## config.mk

```make
export PLATFORM = sky130hd
export DESIGN_NAME = mem_lsu
export DESIGN_NICKNAME = d
export VERILOG_FILES = /design/src/rtl/mem_lsu.sv
export SDC_FILE = /design/constraint.sdc
export NUM_CORES = 1
export LEC_CHECK = 0
export BUFFER_PORTS_ARGS = -buffer_cell sky130_fd_sc_hd__clkbuf_2
export CAP_MARGIN = 20
export CORE_AREA = 2 2 109 101
export DETAILED_ROUTE_END_ITERATION = 8
export DIE_AREA = 0 0 111 103
export HOLD_SLACK_MARGIN = 0.06
export PLACE_DENSITY = 0.76
export SLEW_MARGIN = 25
export SYNTH_ARGS = -nofsm -noshare
export SYNTH_HDL_FRONTEND = slang
export SYNTH_SLANG_ARGS = --single-unit
```

## constraint.sdc

```tcl
create_clock -name clk -period 1.9 [get_ports clk]
set_clock_uncertainty 0.15 [all_clocks]
set_input_delay 0.095 -clock clk [delete_from_list [all_inputs] [get_ports clk]]
set_output_delay 0.095 -clock clk [all_outputs]
set_load 0.01 [all_outputs]
```

## src/rtl/mem_lsu.sv

```systemverilog
// MEM-stage load/store unit for a word-wide data memory without byte enables.
// Sub-word stores use a read-modify-write; misaligned/out-of-range accesses are flagged.
module mem_lsu #(
  parameter int unsigned ADDR_W = 7
) (
  input  logic              clk,
  input  logic              rst,
  input  logic              req_valid,
  output logic              req_ready,
  input  logic              req_we,
  input  logic [1:0]        req_size,
  input  logic              req_signed,
  input  logic [31:0]       req_addr,
  input  logic [31:0]       req_wdata,
  output logic              resp_valid,
  output logic [31:0]       resp_rdata,
  output logic              resp_err,
  output logic [ADDR_W-1:0] mem_raddr,
  output logic [ADDR_W-1:0] mem_waddr,
  output logic              mem_wr,
  output logic [31:0]       mem_wdata,
  input  logic [31:0]       mem_rdata
);

  localparam logic [1:0] SZ_B = 2'b00;
  localparam logic [1:0] SZ_H = 2'b01;
  localparam logic [1:0] SZ_W = 2'b10;
  localparam logic [1:0] SZ_X = 2'b11;

  typedef enum logic [1:0] {IDLE, ACCESS, WRITE} state_e;

  state_e              state_q, state_d;
  logic [ADDR_W-1:0]   idx_q, idx_d;
  logic [1:0]          off_q, off_d;
  logic [1:0]          size_q, size_d;
  logic                sgn_q, sgn_d;
  logic                we_q, we_d;
  logic                err_q, err_d;
  logic [31:0]         wdata_q, wdata_d;
  logic                resp_valid_q, resp_valid_d;
  logic                resp_err_q, resp_err_d;
  logic [31:0]         resp_rdata_q, resp_rdata_d;

  logic                req_err_c;
  logic [4:0]          sh_c;
  logic [31:0]         lane_c;
  logic [31:0]         load_ext_c;
  logic [31:0]         lane_mask_c;
  logic [31:0]         merged_c;

  // Illegal size, misalignment, or address beyond the memory's word range
  always_comb begin
    req_err_c = (req_size == SZ_X)
              | ((req_size == SZ_H) & req_addr[0])
              | ((req_size == SZ_W) & (|req_addr[1:0]))
              | (|(req_addr >> (ADDR_W + 2)));
  end

  // Little-endian lane extraction and read-modify-write merge
  always_comb begin
    sh_c        = {off_q, 3'b000};
    lane_c      = mem_rdata >> sh_c;
    lane_mask_c = ((size_q == SZ_B) ? 32'h0000_00FF : 32'h0000_FFFF) << sh_c;
    merged_c    = (mem_rdata & ~lane_mask_c) | ((wdata_q << sh_c) & lane_mask_c);
    case (size_q)
      SZ_B:    load_ext_c = {{24{sgn_q & lane_c[7]}}, lane_c[7:0]};
      SZ_H:    load_ext_c = {{16{sgn_q & lane_c[15]}}, lane_c[15:0]};
      default: load_ext_c = lane_c;
    endcase
  end

  always_comb begin
    state_d      = state_q;
    idx_d        = idx_q;
    off_d        = off_q;
    size_d       = size_q;
    sgn_d        = sgn_q;
    we_d         = we_q;
    err_d        = err_q;
    wdata_d      = wdata_q;
    resp_valid_d = 1'b0;
    resp_err_d   = 1'b0;
    resp_rdata_d = 32'h0;
    case (state_q)
      IDLE: begin
        if (req_valid) begin
          idx_d   = req_addr[ADDR_W+1:2];
          off_d   = req_addr[1:0];
          size_d  = req_size;
          sgn_d   = req_signed;
          we_d    = req_we;
          err_d   = req_err_c;
          wdata_d = req_wdata;
          state_d = ACCESS;
        end
      end
      ACCESS: begin
        if (err_q) begin
          resp_valid_d = 1'b1;
          resp_err_d   = 1'b1;
          state_d      = IDLE;
        end else if (!we_q) begin
          resp_valid_d = 1'b1;
          resp_rdata_d = load_ext_c;
          state_d      = IDLE;
        end else if (size_q == SZ_W) begin
          resp_valid_d = 1'b1;
          state_d      = IDLE;
        end else begin
          wdata_d = merged_c;
          state_d = WRITE;
        end
      end
      WRITE: begin
        resp_valid_d = 1'b1;
        state_d      = IDLE;
      end
      default: state_d = IDLE;
    endcase
  end

  always_ff @(posedge clk) begin
    if (rst) begin
      state_q      <= IDLE;
      idx_q        <= '0;
      off_q        <= 2'b00;
      size_q       <= 2'b00;
      sgn_q        <= 1'b0;
      we_q         <= 1'b0;
      err_q        <= 1'b0;
      wdata_q      <= 32'h0;
      resp_valid_q <= 1'b0;
      resp_err_q   <= 1'b0;
      resp_rdata_q <= 32'h0;
    end else begin
      state_q      <= state_d;
      idx_q        <= idx_d;
      off_q        <= off_d;
      size_q       <= size_d;
      sgn_q        <= sgn_d;
      we_q         <= we_d;
      err_q        <= err_d;
      wdata_q      <= wdata_d;
      resp_valid_q <= resp_valid_d;
      resp_err_q   <= resp_err_d;
      resp_rdata_q <= resp_rdata_d;
    end
  end

  // Write strobe is gated by reset so an aborted WRITE never reaches memory
  always_comb begin
    mem_wr = !rst && (((state_q == ACCESS) && we_q && !err_q && (size_q == SZ_W))
                      || (state_q == WRITE));
  end

  assign req_ready  = (state_q == IDLE);
  assign resp_valid = resp_valid_q;
  assign resp_err   = resp_err_q;
  assign resp_rdata = resp_rdata_q;
  assign mem_raddr  = idx_q;
  assign mem_waddr  = idx_q;
  assign mem_wdata  = wdata_q;

endmodule

```

== After elaboration in Yosys (flattened, before gate mapping) ==
Cells that the tools add are included.

* Shift-type cells: 3
* Div/mod/pow operators: 0
* Bitwise gates (word level): 12
* Mux-type cells: 17
* Eq/ne operators: 11
* Order comparisons: 0
* Multiply operators: 0
* Add/subtract/negate cells: 0
* Reduce and logical (&&, ||, !) cells: 16

{| class="wikitable"
|+ Operators by type and width
! operator !! count
|-
| two-way mux 32 bit || 4
|-
| one-hot mux 32 bit (2 select lines) || 2
|-
| AND 32 bit || 2
|-
| NOT 32 bit || 1
|-
| bitwise OR 32 bit || 1
|-
| left shift 16 x 5 -> 32 bit || 1
|-
| left shift 32 x 5 -> 32 bit || 1
|-
| >> shifter 32 x 5 -> 32 bit || 1
|-
| OR reduction 23 bit || 1
|-
| two-way mux 16 bit || 1
|-
| equality test 2 bit (second input constant) || 4
|-
| two-way mux 2 bit || 4
|-
| != test 2 bit (second input constant) || 4
|-
| equality test 2 x 1 -> 1 bit (second input constant) || 3
|-
| AND reduction 5 bit || 1
|-
| AND 1 bit || 4
|-
| logical AND 1 bit || 4
|-
| zero test 2 bit || 2
|-
| two-way mux 1 bit || 4
|-
| one-hot mux 2 bit (2 select lines) || 1
|-
| OR reduction 2 bit || 2
|-
| OR reduction 4 bit || 1
|-
| bitwise OR 1 bit || 3
|-
| zero test 1 bit || 2
|-
| 5 further kinds || 5
|}

* Bits in latches: 0
* Memories: 0
* Register bits after elaboration: 82
* Memory bits (writable): 0
* Output and inout port bits: 82
* Memory bits (read-only): 0
* Bits of input ports: 103
* Logic and storage cells: 70

== Logic depth before layout (Yosys ltp) ==
Gate-level depths: netlist of run 1.

* Depth in word-level cells: 10
* Mapped depth: 8
* Depth with buffers taken out: 6

== Worst setup path after synthesis of run 1 ==
Ideal clock, no wire load.

* Path kind: register to register
* Start point: reg state_q[0]
* End point: reg wdata_q[10] (netlist: mem_wdata[10])
* Arrival: 1,657 ps
* Required time: 1,609 ps
* Stages on the path, launching flop included: 9
* Setup slack: -47 ps
* Path buffers: 2
* Clock period less this slack: 1,947 ps
* Library setup time: 141 ps
* Cells stage by stage: dfxtp_1 inv_1 ha_1 and2b_1 nor2_2 and2_0 buf_2 buf_4 a311oi_2

* Longest elaborated chain between the ends: 3
* Elaborated cells on any way between the ends: 9
* Classes of those cells: eq/ne: 5; mux: 1; reduce/logical: 3

{| class="wikitable"
|+ RTL lines
! element !! line !! text
|-
| start, declared || 32 || <nowiki>state_e state_q, state_d;</nowiki>
|-
| start signal, assigned || 136 || <nowiki>state_q <= state_d;</nowiki>
|-
| zero test 2 bit * || - ||
|-
| net req_ready || 9 || <nowiki>output logic req_ready,</nowiki>
|-
| != test 2 bit (no line) or nonzero test 2 bit (tied branches) || - ||
|-
| AND reduction 5 bit (no line) || - ||
|-
| end signal, assigned || 143 || <nowiki>wdata_q <= wdata_d;</nowiki>
|-
| end, declared || 39 || <nowiki>logic [31:0] wdata_q, wdata_d;</nowiki>
|}

The timed path passes the listed nets; every way through them passes the cells marked *.
A chain may end at the register's enable or synchronous reset.

== Final worst setup path of run 1 ==
* Start point: reg state_q[0]
* End point: reg wdata_q[6] (netlist: mem_wdata[6])

* Longest elaborated chain between the ends: 3
* Elaborated cells on any way between the ends: 9
* Classes of those cells: eq/ne: 5; mux: 1; reduce/logical: 3

{| class="wikitable"
|+ RTL lines
! element !! line !! text
|-
| equality test 2 x 1 -> 1 bit or zero test 2 bit (tied branches) || 84 || <nowiki>case (state_q)</nowiki>
|-
| != test 2 bit (no line) or nonzero test 2 bit (tied branches) || - ||
|-
| AND reduction 5 bit (no line) || - ||
|}

Several ways; a longest one is shown, not always the timed one.

==> out/qor.txt, run 1 <==
Antenna cell count = 0
Crit path max fanout = 13
Post-route ant nets = 0
Switch Pwr = 1.66 mW
Share of total power in combinational logic = 0.288
H-tree levels = 3
VDD IR max = 0.568 mV
Status = finished, final reports clean
Initial antenna violation count = 0
Power density over the cells = 817 mW/mm^2
Cell depth of the worst flop-to-flop path = 8
Post-synth EDFFs = 0
Top FF cell, synth = dfxtp_1
Required time worst endpoint = 1.97 ns
Vias per cell = 5.65
Critical Path End = mem_wdata[6]
Ratio of cells with drive above 1 in the final layout = 0.340
Critical path launch point = state_q[0]
Remaining global-route overflow = 0
I/O pins = 185
CTS tree = yes
Area delta synth->final = 50.3%
Cells after DPL = 807
Total detailed-routing wirelength = 16500 microns
Fin crit period = 1.84 ns
Largest net degree at the start of global routing = 68
Slew HR = 0.657
Avg Cell Area, Syn = 8.51 sq um
Initial Util = 0.425
Vias = 5087
Final hold vios = 0
Std cell rows = 36
DRC = 0
Async set-or-reset flop fraction in the synthesized netlist = 0
Port Buffers = 184
Fin crit share = 0.970
Wire per inst = 18.3 microns
Cell area after synthesis = 0.00442 sq mm
Startpoint types = register
Synthesized Nets = 626
Number of global-route vias before repair = 4962
Clk slew on worst S/H paths = 0.06 ns
Die area = 0.0114 sq mm
Global-route wire length before repair = 25200 microns
Top post-synthesis cells by area = dfxtp_1 37%, a21oi_1 7.0%, nand2_1 5.4%
Final max-slew violation count = 0
Endpoints failing setup = 0
Worst Tran Pin Value = 0.513 ns
Crit path capture type = register
CP max-delay cell = dfxtp_4
Setup CP Type = register to register
Highest clock rate = 0.543 GHz
Yosys top cell area share = 0.372
Synth cell types = 46
Flop pwr share = 0.370
R2R Path End = mem_wdata[6]
Crit-path cells = inv_2, ha_4, and2b_2, nor2_4, buf_12, a31oi_1, buf_4, o2bb2ai_1
Post-synth top area cell = dfxtp_1
Arrival time at the worst endpoint = 1.91 ns
Clk pwr share = 0.341
Overall routing resource usage = 0.278
Die X = 111 microns
Die H = 103 microns
Seq/Total Area, Yosys = 0.372
Internal power = 3.77 mW
Final Net Count = 872
Final GP Congestion = 0.930
Sw frac = 0.305
Synth Instances = 519
Post-DP HPWL = 11300 microns
R2R Path Start = state_q[0]
Num Clock Sinks = 82
CTS Buf Count = 9
Setup ws final = 0.0578 ns
Clk Tree Root Cell = clkbuf_16
Most numerous cell in the Yosys netlist = dfxtp_1
Fin util = 0.638
DRT iter0 DRCs = 367
# fillers = 837
Synth top cells by count = 82 x dfxtp_1, 64 x nand2_1, 62 x a21oi_1, 27 x nand2b_1, 26 x a31oi_1
Max stage delay on crit path = 0.38 ns
Drt pass-1 iters = 6
Place WS = -0.0610 ns
Leak pwr = 2.78 nW
Setup slack, reg-to-reg = 0.06 ns
Core outline area = 0.0104 sq mm
Worst-skew pair later-pin latency = 0.34 ns
Final std cells w/o fill = 901
Clock Path Buffers = 2
Total of max-cap violations = 0
Number of synthesized register bits = 82
Hold/Removal Path Class = primary input to register
YS warnings = 0
[cell families (layout without fill, tap and decap cells)]
| group | Yosys count | count (layout) | synth area share |
|---|---|---|---|
| AOI/OAI and AO/OA | 172 | 172 | 0.274 |
| adders and majority gates | 4 | 4 | 0.0113 |
| buffers and inverters | 68 | 317 | 0.0830 |
| DFF | 82 | 82 | 0.372 |
| muxes | 27 | 27 | 0.0634 |
| and+or+nand+nor | 166 | 166 | 0.197 |
[worst max-delay path, delay by kind of cell, from the launching register on]
kind / cells / cell delay (ns)
AO/OA/AOI/OAI: 2 / 0.21
adder cells (fa/ha/maj): 1 / 0.16
buffers and inverters: 3 / 0.40
flip-flops: 1 / 0.38
AND/OR/NAND/NOR: 2 / 0.41
[power by group through the flow]
stage / Sequential [mW] / Clock [mW] / Combinational, mW
6_report: 2.01 / 1.85 / 1.56
5_1_grt: 2.03 / 1.92 / 1.69
4_1_cts: 2.00 / 1.86 / 1.53
3_5_place_dp: 2.04 / 0 / 1.35
3_3_place_gp: 2.03 / 0 / 1.32
2_1_floorplan: 2.05 / 0 / 0.807
[cell usage in the layout (no fill, tap or decap), types with 3 or more instances in the layout]
cell type,synthesis,final
a211oi_1,15,15
a21oi_1,62,62
a311oi_1,16,16
a311oi_2,8,8
a31oi_1,26,26
and2_1,2,3
buf_12,0,7
buf_4,11,24
clkbuf_16,0,10
clkbuf_2,1,184
dfxtp_1,82,77
dfxtp_2,0,3
dlygate4sd3_1,0,76
inv_1,11,9
mux2_2,8,8
mux2i_1,19,19
nand2_1,64,64
nand2b_1,27,27
nand3_1,4,4
nor2_1,19,19
nor2b_1,22,21
nor4_1,5,5
nor4b_1,8,8
o211ai_1,8,8
o21a_1,9,9
o221ai_1,8,8
o2bb2ai_1,15,15
[worst min-delay path by stage]
stage,depth (start not counted),slack (ns),startpoint,endpoint
after floorplan,2,0.08,req_signed,sgn_q
after CTS,4,0.06,mem_rdata[16],resp_rdata[8]
final,5,0.06,req_addr[22],err_q
after global placement,3,0.17,req_addr[5],mem_raddr[3]
after detailed placement,3,0.18,req_we,we_q
after global routing,4,0.07,mem_rdata[19],resp_rdata[11]
[layout make-up]
type                       count  area (sq um)  area share
clock buffer                  11           243      0.0366
timing repair buffer         292          2030       0.305
multi-input combinational    369          2440       0.368
tap                          133           166      0.0251
inverter                      11          41.3     0.00622
clock inverter                 3          65.1     0.00980
sequential                    82          1650       0.249
[stage by stage]
step                hold WS, ns  instance area (sq um)  power, mW  TNS (ns)
finish                   0.0609                   6640       5.42         0
global route             0.0721                   6640       5.64  -0.00433
CTS                      0.0620                   6610       5.39         0
detailed placement        0.176                   5470       3.39    -0.251
global placement          0.169                   5470       3.36         0
floorplan                0.0810                   4420       2.86         0
[routing by layer]
metal  GRT usage  part of all wire  vias up
met5           0                 0        -
met4      0.0750             0.027        0
met3      0.0741             0.091       41
met2       0.505              0.49      283
met1       0.330              0.40     2390
li1            -                 -     2373
[what timing repair did]
action | CTS | global route
cloned | 1 | 1
gates resized for setup | 3 | 12
hold buffers | 76 | 0
pin swaps | 1 | 9
endpoints found under the hold margin | 60 | 0
buffers inserted | 3 | 0
endpoints found under the setup margin | 8 | 34
(Power assumes the default switching activity.)
==> run 2: changes to the inputs <==
Settings changed: PLACE_DENSITY 0.76 to 0.73, REMOVE_ABC_BUFFERS from default to 1.
==> out/qor.txt, run 2 (synthesis results as in run 1) <==
Status = finished, final reports clean (unchanged)
CTS tree = yes (unchanged)
Share of total power in combinational logic = 0.299 (was 0.288)
Vias = 5052 (was 5087)
Total of max-cap violations = 0 (unchanged)
Critical path launch point = req_addr[11] (was state_q[0])
Clk slew on worst S/H paths = 0.06 ns (about the same)
Worst-skew pair later-pin latency = 0.33 ns (was 0.34 ns)
Max stage delay on crit path = 0.60 ns (was 0.38 ns)
Fin area = 0.00676 sq mm (was 0.00664 sq mm)
Die X = 111 microns (unchanged)
Internal power = 3.67 mW (was 3.77 mW)
Die H = 103 microns (unchanged)
Flop pwr share = 0.372 (was 0.370)
Remaining global-route overflow = 0 (unchanged)
Die area = 0.0114 sq mm (unchanged)
Endpoints failing setup = 0 (unchanged)
CP max-delay cell = dlygate4sd3_1 (was dfxtp_4)
Vias per cell = 5.53 (was 5.65)
Unrepaired setup endpoints after global routing = false
Drt pass-1 iters = 6 (unchanged)
Ratio of cells with drive above 1 in the final layout = 0.349 (was 0.340)
Required time worst endpoint = 1.97 ns (about the same)
Std cell rows = 36 (unchanged)
Setup slack, reg-to-reg = 0.12 ns (was 0.06 ns)
Worst path buffer plus inverter count = 3 (unchanged)
Largest net degree at the start of global routing = 66 (was 68)
Global-route wire length before repair = 24400 microns (was 25200 microns)
Area of the multi-input gates = 0.00246 sq mm (was 0.00244 sq mm)
Crit path max-delay family = buffers and inverters (was simple AND/OR/NAND/NOR gates)
Top cell by count, worst path = dlygate4sd3_1
Highest clock rate = 0.549 GHz (was 0.543 GHz)
Most common cell after layout, fill and taps aside = clkbuf_2 (unchanged)
Place WS = -0.0459 ns (was -0.0610 ns)
Arrival time at the worst endpoint = 1.89 ns (was 1.91 ns)
Startpoint types = primary input (was register)
Final Net Count = 882 (was 872)
DRT iter0 DRCs = 298 (was 367)
Antenna cell count = 0 (unchanged)
Final hold vios = 0 (unchanged)
CTS Buf Count = 9 (unchanged)
Crit path max fanout = 1 (was 13)
Leak pwr = 2.83 nW (was 2.78 nW)
Clk pwr share = 0.330 (was 0.341)
# fillers = 841 (was 837)
Power density over the cells = 796 mW/mm^2 (was 817 mW/mm^2)
Post-DP HPWL = 10900 microns (was 11300 microns)
Placed Instance Area = 0.00546 sq mm (was 0.00547 sq mm)
Number of global-route vias before repair = 4949 (was 4962)
Switch Pwr = 1.72 mW (was 1.66 mW)
Num Clock Sinks = 82 (unchanged)
DRC = 0 (unchanged)
Initial Util = 0.425 (unchanged)
Overall routing resource usage = 0.270 (was 0.278)
Crit-path cells = dlygate4sd3_1, clkbuf_2, nor4_1, dlygate4sd3_1, nand4_1, nor2_1, a211oi_1 (was inv_2, ha_4, and2b_2, nor2_4, buf_12, a31oi_1, buf_4, o2bb2ai_1)
Fin crit share = 0.959 (was 0.970)
Fin crit period = 1.82 ns (was 1.84 ns)
Hold/Removal Path Class = primary input to register (unchanged)
Initial antenna violation count = 0 (unchanged)
Cell depth of the worst flop-to-flop path = 8 (unchanged)
Clock Path Buffers = 2 (unchanged)
Register area = 0.00165 sq mm (about the same)
Slew HR = 0.700 (was 0.657)
Wire per inst = 17.3 microns (was 18.3 microns)
Crit path capture type = register (unchanged)
Core outline area = 0.0104 sq mm (unchanged)
Post-route ant nets = 0 (unchanged)
R2R Path Start = state_q[0] (unchanged)
Clk Tree Root Cell = clkbuf_16 (unchanged)
Most frequent cells in the layout = 184 x clkbuf_2, 83 x dlygate4sd3_1, 78 x dfxtp_1 (was 184 x clkbuf_2, 77 x dfxtp_1, 76 x dlygate4sd3_1)
Sw frac = 0.319 (was 0.305)
Port Buffers = 184 (unchanged)
Setup ws final = 0.0781 ns (was 0.0578 ns)
Total detailed-routing wirelength = 15800 microns (was 16500 microns)
VDD IR max = 0.526 mV (was 0.568 mV)
Worst Tran Pin Value = 0.449 ns (was 0.513 ns)
Final max-slew violation count = 0 (unchanged)
Final GP Congestion = 0.897 (was 0.930)
Critical path depth = 7 (was 8)
Critical Path End = err_q (was mem_wdata[6])
Setup CP Type = primary input to register (was register to register)
I/O pins = 185 (unchanged)
Area delta synth->final = 53.1% (was 50.3%)
H-tree levels = 3 (unchanged)
Hold_sp = mem_rdata[23] (was req_addr[22])
==> run 2: worst min path at each step <==
stage	end	slack (ns)	depth (start not counted)
after global routing	resp_rdata[3]	0.09	3
after floorplan	register	0.01	1
after global placement	mem_raddr[0]	0.17	3
final	resp_rdata[15]	0.07	5
after CTS	resp_rdata[0]	0.06	3
after detailed placement	mem_raddr[5]	0.17	3
==> run 2: metrics by stage <==
step / cells / power (mW) / hold WS [ns] / utilization / setup TNS (ns)
after floorplan: 462 / 2.75 / 0.0129 / - / -80.94
after global placement: 806 / 3.34 / 0.168 / 0.525 / 0
after detailed placement: 806 / 3.38 / 0.174 / 0.525 / -0.280
after CTS: 908 / 5.34 / 0.0617 / 0.641 / -0.00674
after global routing: 913 / 5.64 / 0.0880 / 0.650 / 0
final: 913 / 5.38 / 0.0676 / 0.650 / 0
==> run 2: worst register-to-register path: cells and delay by family, from the launching register on <==
kind | cells | cell delay, ns
flops | 1 | 0.37
simple gates | 2 | 0.37
buf+inv | 3 | 0.31
compound gates | 2 | 0.30
fa+ha+maj | 1 | 0.18
==> run 2: what timing repair did <==
| item | 4_1_cts | 5_1_grt |
|---|---|---|
| hold endpoints to repair | 64 | 0 |
| pin swaps | 2 | 7 |
| hold buffers | 83 | 0 |
| gates cloned | 1 | 1 |
| setup buffers | 2 | 4 |
| resized for setup | 4 | 15 |
| setup endpoints to repair | 9 | 35 |
==> run 2: cell type report <==
type                       instances  share of cell area
clock buffer                       9              0.0333
clock inverter                     7              0.0117
inverter                          11             0.00611
multi-input combinational        369               0.364
sequential                        82               0.244
tap                              133              0.0246
timing repair buffer             302               0.317
==> run 2: per-layer routing <==
metal | vias up | GRT usage | part of all wire
met3 | 38 | 0.0547 | 0.070
met4 | 0 | 0.113 | 0.029
met2 | 250 | 0.484 | 0.48
met1 | 2358 | 0.320 | 0.42
met5 | - | 0 | 0
li1 | 2406 | - | -
==> run 2: power by group through the flow <==
stage | Clock, mW | Combinational (mW) | Sequential [mW]
2_1_floorplan | 0 | 0.653 | 2.10
3_3_place_gp | 0 | 1.32 | 2.03
3_5_place_dp | 0 | 1.35 | 2.03
4_1_cts | 1.80 | 1.54 | 2.00
5_1_grt | 1.88 | 1.74 | 2.02
6_report | 1.77 | 1.61 | 2.00
